`src/rtl/freq_gate_ctrl.sv`:
```
// -----------------------------------------------------------------------------
// freq_gate_ctrl
//
// Measurement-window controller for the frequency meter. It sequences one
// measurement as IDLE -> CLEAR -> GATE -> SETTLE -> LATCH -> IDLE. It drives
// the clear and gate inputs of the downstream 6-digit BCD event counter and
// latches that counter's result for display.
//
// Parameters
//   GATE_CYCLES   : clocks ENA is held high (gate window), >= 1
//   CLR_CYCLES    : clocks CNT_CLR is held high before each gate, >= 1
//   SETTLE_CYCLES : clocks between ENA falling and sampling Q_IN, >= 1
//
// Ports
//   CLK       in   reference clock, everything on posedge
//   RST       in   synchronous reset, active-high
//   RUN       in   measurement enable, looked at only while IDLE
//   Q_IN      in   24-bit BCD count from the counter (digit 0 in [3:0])
//   ENA       out  gate to counter
//   CNT_CLR   out  clear to counter
//   DOUT      out  last latched BCD reading
//   VALID     out  one-cycle pulse, DOUT updated this cycle
//   ERR       out  last latched reading had a nibble > 9
//   BUSY      out  high in every state except IDLE
//   state_dbg out  current FSM state, for observation only
//
// Handshake: VALID is a single-cycle strobe with no ready/backpressure. A
// consumer must capture DOUT/ERR in the cycle VALID is high. After that
// cycle, DOUT/ERR stay stable until the next VALID.
// -----------------------------------------------------------------------------
module freq_gate_ctrl #(
    parameter int GATE_CYCLES   = 1000,
    parameter int CLR_CYCLES    = 2,
    parameter int SETTLE_CYCLES = 3
) (
    input  logic        CLK,
    input  logic        RST,
    input  logic        RUN,
    input  logic [23:0] Q_IN,
    output logic        ENA,
    output logic        CNT_CLR,
    output logic [23:0] DOUT,
    output logic        VALID,
    output logic        ERR,
    output logic        BUSY,
    output logic [2:0]  state_dbg
);

    localparam logic [2:0] S_IDLE   = 3'd0;
    localparam logic [2:0] S_CLEAR  = 3'd1;
    localparam logic [2:0] S_GATE   = 3'd2;
    localparam logic [2:0] S_SETTLE = 3'd3;
    localparam logic [2:0] S_LATCH  = 3'd4;

    // The counter is loaded with N-1 on state entry and counts down to 0.
    // It therefore only has to hold values up to max(N)-1.
    localparam int MAX_A   = (GATE_CYCLES > CLR_CYCLES) ? GATE_CYCLES : CLR_CYCLES;
    localparam int MAX_CYC = (MAX_A > SETTLE_CYCLES) ? MAX_A : SETTLE_CYCLES;
    localparam int CW      = (MAX_CYC > 1) ? $clog2(MAX_CYC) : 1;

    localparam logic [CW-1:0] CLR_LOAD    = CW'(CLR_CYCLES - 1);
    localparam logic [CW-1:0] GATE_LOAD   = CW'(GATE_CYCLES - 1);
    localparam logic [CW-1:0] SETTLE_LOAD = CW'(SETTLE_CYCLES - 1);

    logic [2:0]    state, state_n;
    logic [CW-1:0] cnt, cnt_n;

    function automatic logic has_non_bcd(input logic [23:0] q);
        logic bad;
        bad = 1'b0;
        for (int d = 0; d < 6; d++) begin
            if (q[4*d +: 4] > 4'd9) bad = 1'b1;
        end
        return bad;
    endfunction

    always_comb begin
        state_n = state;
        cnt_n   = cnt;
        case (state)
            S_IDLE: begin
                if (RUN) begin
                    state_n = S_CLEAR;
                    cnt_n   = CLR_LOAD;
                end
            end
            S_CLEAR: begin
                if (cnt == '0) begin
                    state_n = S_GATE;
                    cnt_n   = GATE_LOAD;
                end else begin
                    cnt_n = cnt - CW'(1);
                end
            end
            S_GATE: begin
                if (cnt == '0) begin
                    state_n = S_SETTLE;
                    cnt_n   = SETTLE_LOAD;
                end else begin
                    cnt_n = cnt - CW'(1);
                end
            end
            S_SETTLE: begin
                if (cnt == '0) begin
                    state_n = S_LATCH;
                    cnt_n   = '0;
                end else begin
                    cnt_n = cnt - CW'(1);
                end
            end
            S_LATCH: begin
                state_n = S_IDLE;
                cnt_n   = '0;
            end
            default: begin
                state_n = S_IDLE;
                cnt_n   = '0;
            end
        endcase
    end

    // Outputs decode the next state, so they are registered. They are valid
    // in the same cycle as the state they belong to.
    always_ff @(posedge CLK) begin
        if (RST) begin
            state   <= S_IDLE;
            cnt     <= '0;
            ENA     <= 1'b0;
            CNT_CLR <= 1'b0;
            DOUT    <= 24'h000000;
            VALID   <= 1'b0;
            ERR     <= 1'b0;
            BUSY    <= 1'b0;
        end else begin
            state   <= state_n;
            cnt     <= cnt_n;
            ENA     <= (state_n == S_GATE);
            CNT_CLR <= (state_n == S_CLEAR);
            BUSY    <= (state_n != S_IDLE);
            VALID   <= (state == S_LATCH);
            if (state == S_LATCH) begin
                DOUT <= Q_IN;
                ERR  <= has_non_bcd(Q_IN);
            end
        end
    end

    assign state_dbg = state;

endmodule

```
`config.mk`:
```
export PLATFORM = sky130hd
export DESIGN_NAME = freq_gate_ctrl
export DESIGN_NICKNAME = d
export VERILOG_FILES = /design/src/rtl/freq_gate_ctrl.sv
export SDC_FILE = /design/constraint.sdc
export NUM_CORES = 1
export LEC_CHECK = 0
export BUFFER_PORTS_ARGS = -buffer_cell sky130_fd_sc_hd__buf_2
export CAP_MARGIN = 25
export CORE_UTILIZATION = 52
export CTS_BUF_LIST = sky130_fd_sc_hd__clkbuf_4 sky130_fd_sc_hd__clkbuf_8
export CTS_CLUSTER_DIAMETER = 80
export DETAILED_ROUTE_END_ITERATION = 8
export GPL_TIMING_DRIVEN = 0
export PLACE_DENSITY = 0.91
export SYNTH_ARGS = -nofsm -noshare
export SYNTH_HDL_FRONTEND = slang
export SYNTH_SLANG_ARGS = --single-unit
```
`constraint.sdc`:
```
create_clock -name CLK -period 2.45 [get_ports CLK]
set_input_delay 0.49 -clock CLK [delete_from_list [all_inputs] [get_ports CLK]]
set_output_delay 0.49 -clock CLK [all_outputs]
set_load 0.005 [all_outputs]
```
==> impl_metrics.csv <==
group,metric,value,unit
run_status,outcome,"complete, no violations",
logic_synthesis,synth_area_leader_cell,"dfxtp_1",
worst_setup_path,max_stage_delay,510,ps
logic_synthesis,synth_edf_count,0,
timing,tightest_slew,557,ps
placed_design,dp_hpwl,3290,µm
cells_and_area,final_nets,328,
detailed_routing,drt-initial-drc-count,102,
cells_and_area,syn_to_final_growth,22.9,%
floorplanning,core,3390,µm²
timing,fin_skew,10.4,ps
logic_synthesis,yosysSeqAreaShare,0.453,
clock_network,cts_tree,"yes",
floorplanning,start_util,0.548,
timing,slew_headroom,0.625,
placed_design,portBuffers,57,
flow_run,max_cap_viol_count,0,
floorplanning,std_cell_rows,21,
timing,period_share,0.907,
logic_synthesis,async_flop_share,0,
timing,fin_ws,228,ps
worst_setup_path,crit_path_end_kind,"register",
power_and_ir_drop,leakage,0.000940,µW
timing,setup_viol,0,
floorplanning,fp.dieH,61.8,µm
detailed_routing,drcViolationCount,0,
logic_synthesis,ys_ff_latch,42,
floorplanning,dieWidth,61.8,µm
worst_setup_path,arrival,2460,ps
worst_setup_path,path_cells,"inv_1 -> ha_1 -> or4b_4 -> nor3b_4 -> buf_6 -> a211oi_1 -> o21ai_0 -> a21oi_1",
detailed_routing,vias_per_cell,5.51,
detailed_routing,routed_wl,4530,µm
global_route,antenna_found_initial,0,
worst_setup_path,critPathLaunchType,"register",
power_and_ir_drop,ir_drop,0.000853,V
logic_synthesis,synth_cells,235,
logic_synthesis,synthesis.nets,264,
global_route,overflow,0,
clock_network,clkTransAtPathRegs,130,ps
worst_setup_path,crit_family,"simple AND/OR/NAND/NOR gates",
logic_synthesis,yosys_warnings,0,
worst_setup_path,crit_slowest_cell,"or4b_4",
worst_hold_path,hold_path.class,"in2reg",
global_route,grtUsageTotal,0.237,
placed_design,globalplace.congestion,0.886,
clock_network,insertion_delay,360,ps
logic_synthesis,synth.area.top_cells,"dfxtp_1 45%, nand2_1 11%, a21oi_1 8.9%",
timing,hold_violations,0,
detailed_routing,vias,1908,
clock_network,cts_max_path_buffers,2,
logic_synthesis,avgSynthCellArea,7.91,µm²
detailed_routing,ant_nets,0,
worst_setup_path,setup.worst_path.class,"reg2reg",
logic_synthesis,synth.cell_area,1860,µm²
detailed_routing,post_drt_wl_per_cell,13.1,µm
timing,rsz0062_at_grt,"false",
floorplanning,dieArea,3820,µm²
timing,report.final.slew_viol_count,0,
worst_setup_path,crit_path_max_fanout,10,
clock_network,cts.htree.levels,2,
logic_synthesis,synth_top_area_share,0.453,
clock_network,cts_sinks,42,
logic_synthesis,yosysUniqueCellTypes,42,
worst_setup_path,cp_data_required_time,2690,ps
timing,setup_tns,0,ps
global_route,grt_max_degree,14,
logic_synthesis,ys.flop_type,"dfxtp_1",
global_route,grt_pass1_wl,6590,µm
clock_network,root_buffer,"clkbuf_4",
timing,timing.fmax,0.450,GHz
clock_network,cts_hold_buffers,0,
global_route,first_global_vias,1533,
timing,fin_crit,2220,ps
detailed_routing,first_pass_iters,4,
cells_and_area,layout-drive-gt1-share,0.257,
clock_network,cts_resized,0,
worst_setup_path,crit_buf_inv,2,
clock_network,cts_buffers,5,
floorplanning,io_pins,59,
placed_design,post-place-ws,265,ps
clock_network,cts_setup_buffers,0,
cells_and_area,n_antenna_cell,0,
power_and_ir_drop,pwr_density_cell,1160,nW/µm²
==> cells in the mapped netlist, drive strengths merged, types with 2 or more instances <==
library cell / n
a211oi: 5
a21oi: 33
a31oi: 3
a32oi: 2
buf: 4
clkbuf: 12
dfxtp: 42
ha: 2
inv: 4
mux2i: 3
nand2: 55
nand2b: 2
nand3: 4
nand4: 2
nor2: 17
nor2b: 3
nor3: 7
nor4: 3
o21ai: 12
or2: 2
==> placed cells by master (no fill, tap or decap), types with 4 or more instances in the layout <==
cell / n
a211oi_1: 4
clkbuf_4: 6
nor2_1: 16
nand3_1: 4
clkbuf_1: 12
buf_2: 60
a21oi_1: 33
inv_1: 4
nand2_1: 55
dfxtp_1: 42
o21ai_0: 12
nor3_1: 7
==> final cells by class <==
cell class                      instances  area, µm²
Inverter                                4       15.0
Tap cell                               46       57.6
Clock inverter                          2       37.5
Clock buffer                            6       45.0
Fill cell                             288       1110
Buffer                                 16       71.3
Timing Repair Buffer                   57        285
Sequential cell                        42        841
Multi-Input combinational cell        173        931
==> registers in the layout, indices dropped and copies added, names as in the netlist <==
name / count
BUSY: 1
CNT_CLR: 1
ENA: 1
cnt: 10
state_dbg: 3
ERR: 1
DOUT: 24
VALID: 1
==> path summary, 6_finish.rpt <==
path | startpoint | to | slack [ps] | depth (start not counted)
hold reg to reg | DOUT[12]$_SDFFE_PP0P_ | DOUT[12]$_SDFFE_PP0P_ | 460 | 2
setup reg to reg | cnt[0]$_SDFFE_PP0P_ | cnt[5]$_SDFFE_PP0P_ | 230 | 8
hold / removal | Q_IN[4] | DOUT[4]$_SDFFE_PP0P_ | 350 | 3
setup / recovery | cnt[0]$_SDFFE_PP0P_ | cnt[5]$_SDFFE_PP0P_ | 230 | 8
==> kinds of logic (layout without fill, tap and decap cells) <==
| logic type | Yosys count | after routing | synth area share |
|---|---|---|---|
| compound gates | 65 | 65 | 0.207 |
| xor+xnor | 1 | 1 | 0.00471 |
| fa+ha+maj | 2 | 2 | 0.0135 |
| buf+inv | 20 | 85 | 0.0465 |
| flops | 42 | 42 | 0.453 |
| mux | 4 | 4 | 0.0222 |
| simple gates | 101 | 101 | 0.253 |
==> worst register-to-register path: stages, from the launching register on <==
cell and delay, ps:
dfxtp_1 350, inv_1 140, ha_1 210, or4b_4 510, nor3b_4 350, buf_6 190, a211oi_1 80, o21ai_0 180
a21oi_1 100
==> layer usage <==
layer	share of wire	global-route usage	vias up	wire length, µm
met5	0	0	-	0
met4	0.020	0.124	0	92
met3	0.049	0.0497	11	222
met1	0.43	0.293	888	1960
li1	-	-	948	-
met2	0.50	0.389	61	2260
==> power breakdown <==
group / internal (µW) / switching (µW) / leakage, µW / total (µW)
Sequential: 793 / 131 / 0.000341 / 924
Clock: 226 / 235 / 0.0000419 / 461
Combinational: 533 / 731 / 0.000557 / 1260
==> metrics by stage <==
stage / util / hold slack [ps] / instance area, µm² / instances / power (µW)
2_1_floorplan: - / 453 / 1860 / 235 / 1870
3_3_place_gp: 0.649 / 439 / 2200 / 338 / 2130
3_5_place_dp: 0.649 / 443 / 2200 / 338 / 2160
4_1_cts: 0.674 / 354 / 2280 / 346 / 2630
5_1_grt: 0.674 / 351 / 2280 / 346 / 2800
6_report: 0.674 / 346 / 2280 / 346 / 2650
(Power assumes the default switching activity.)
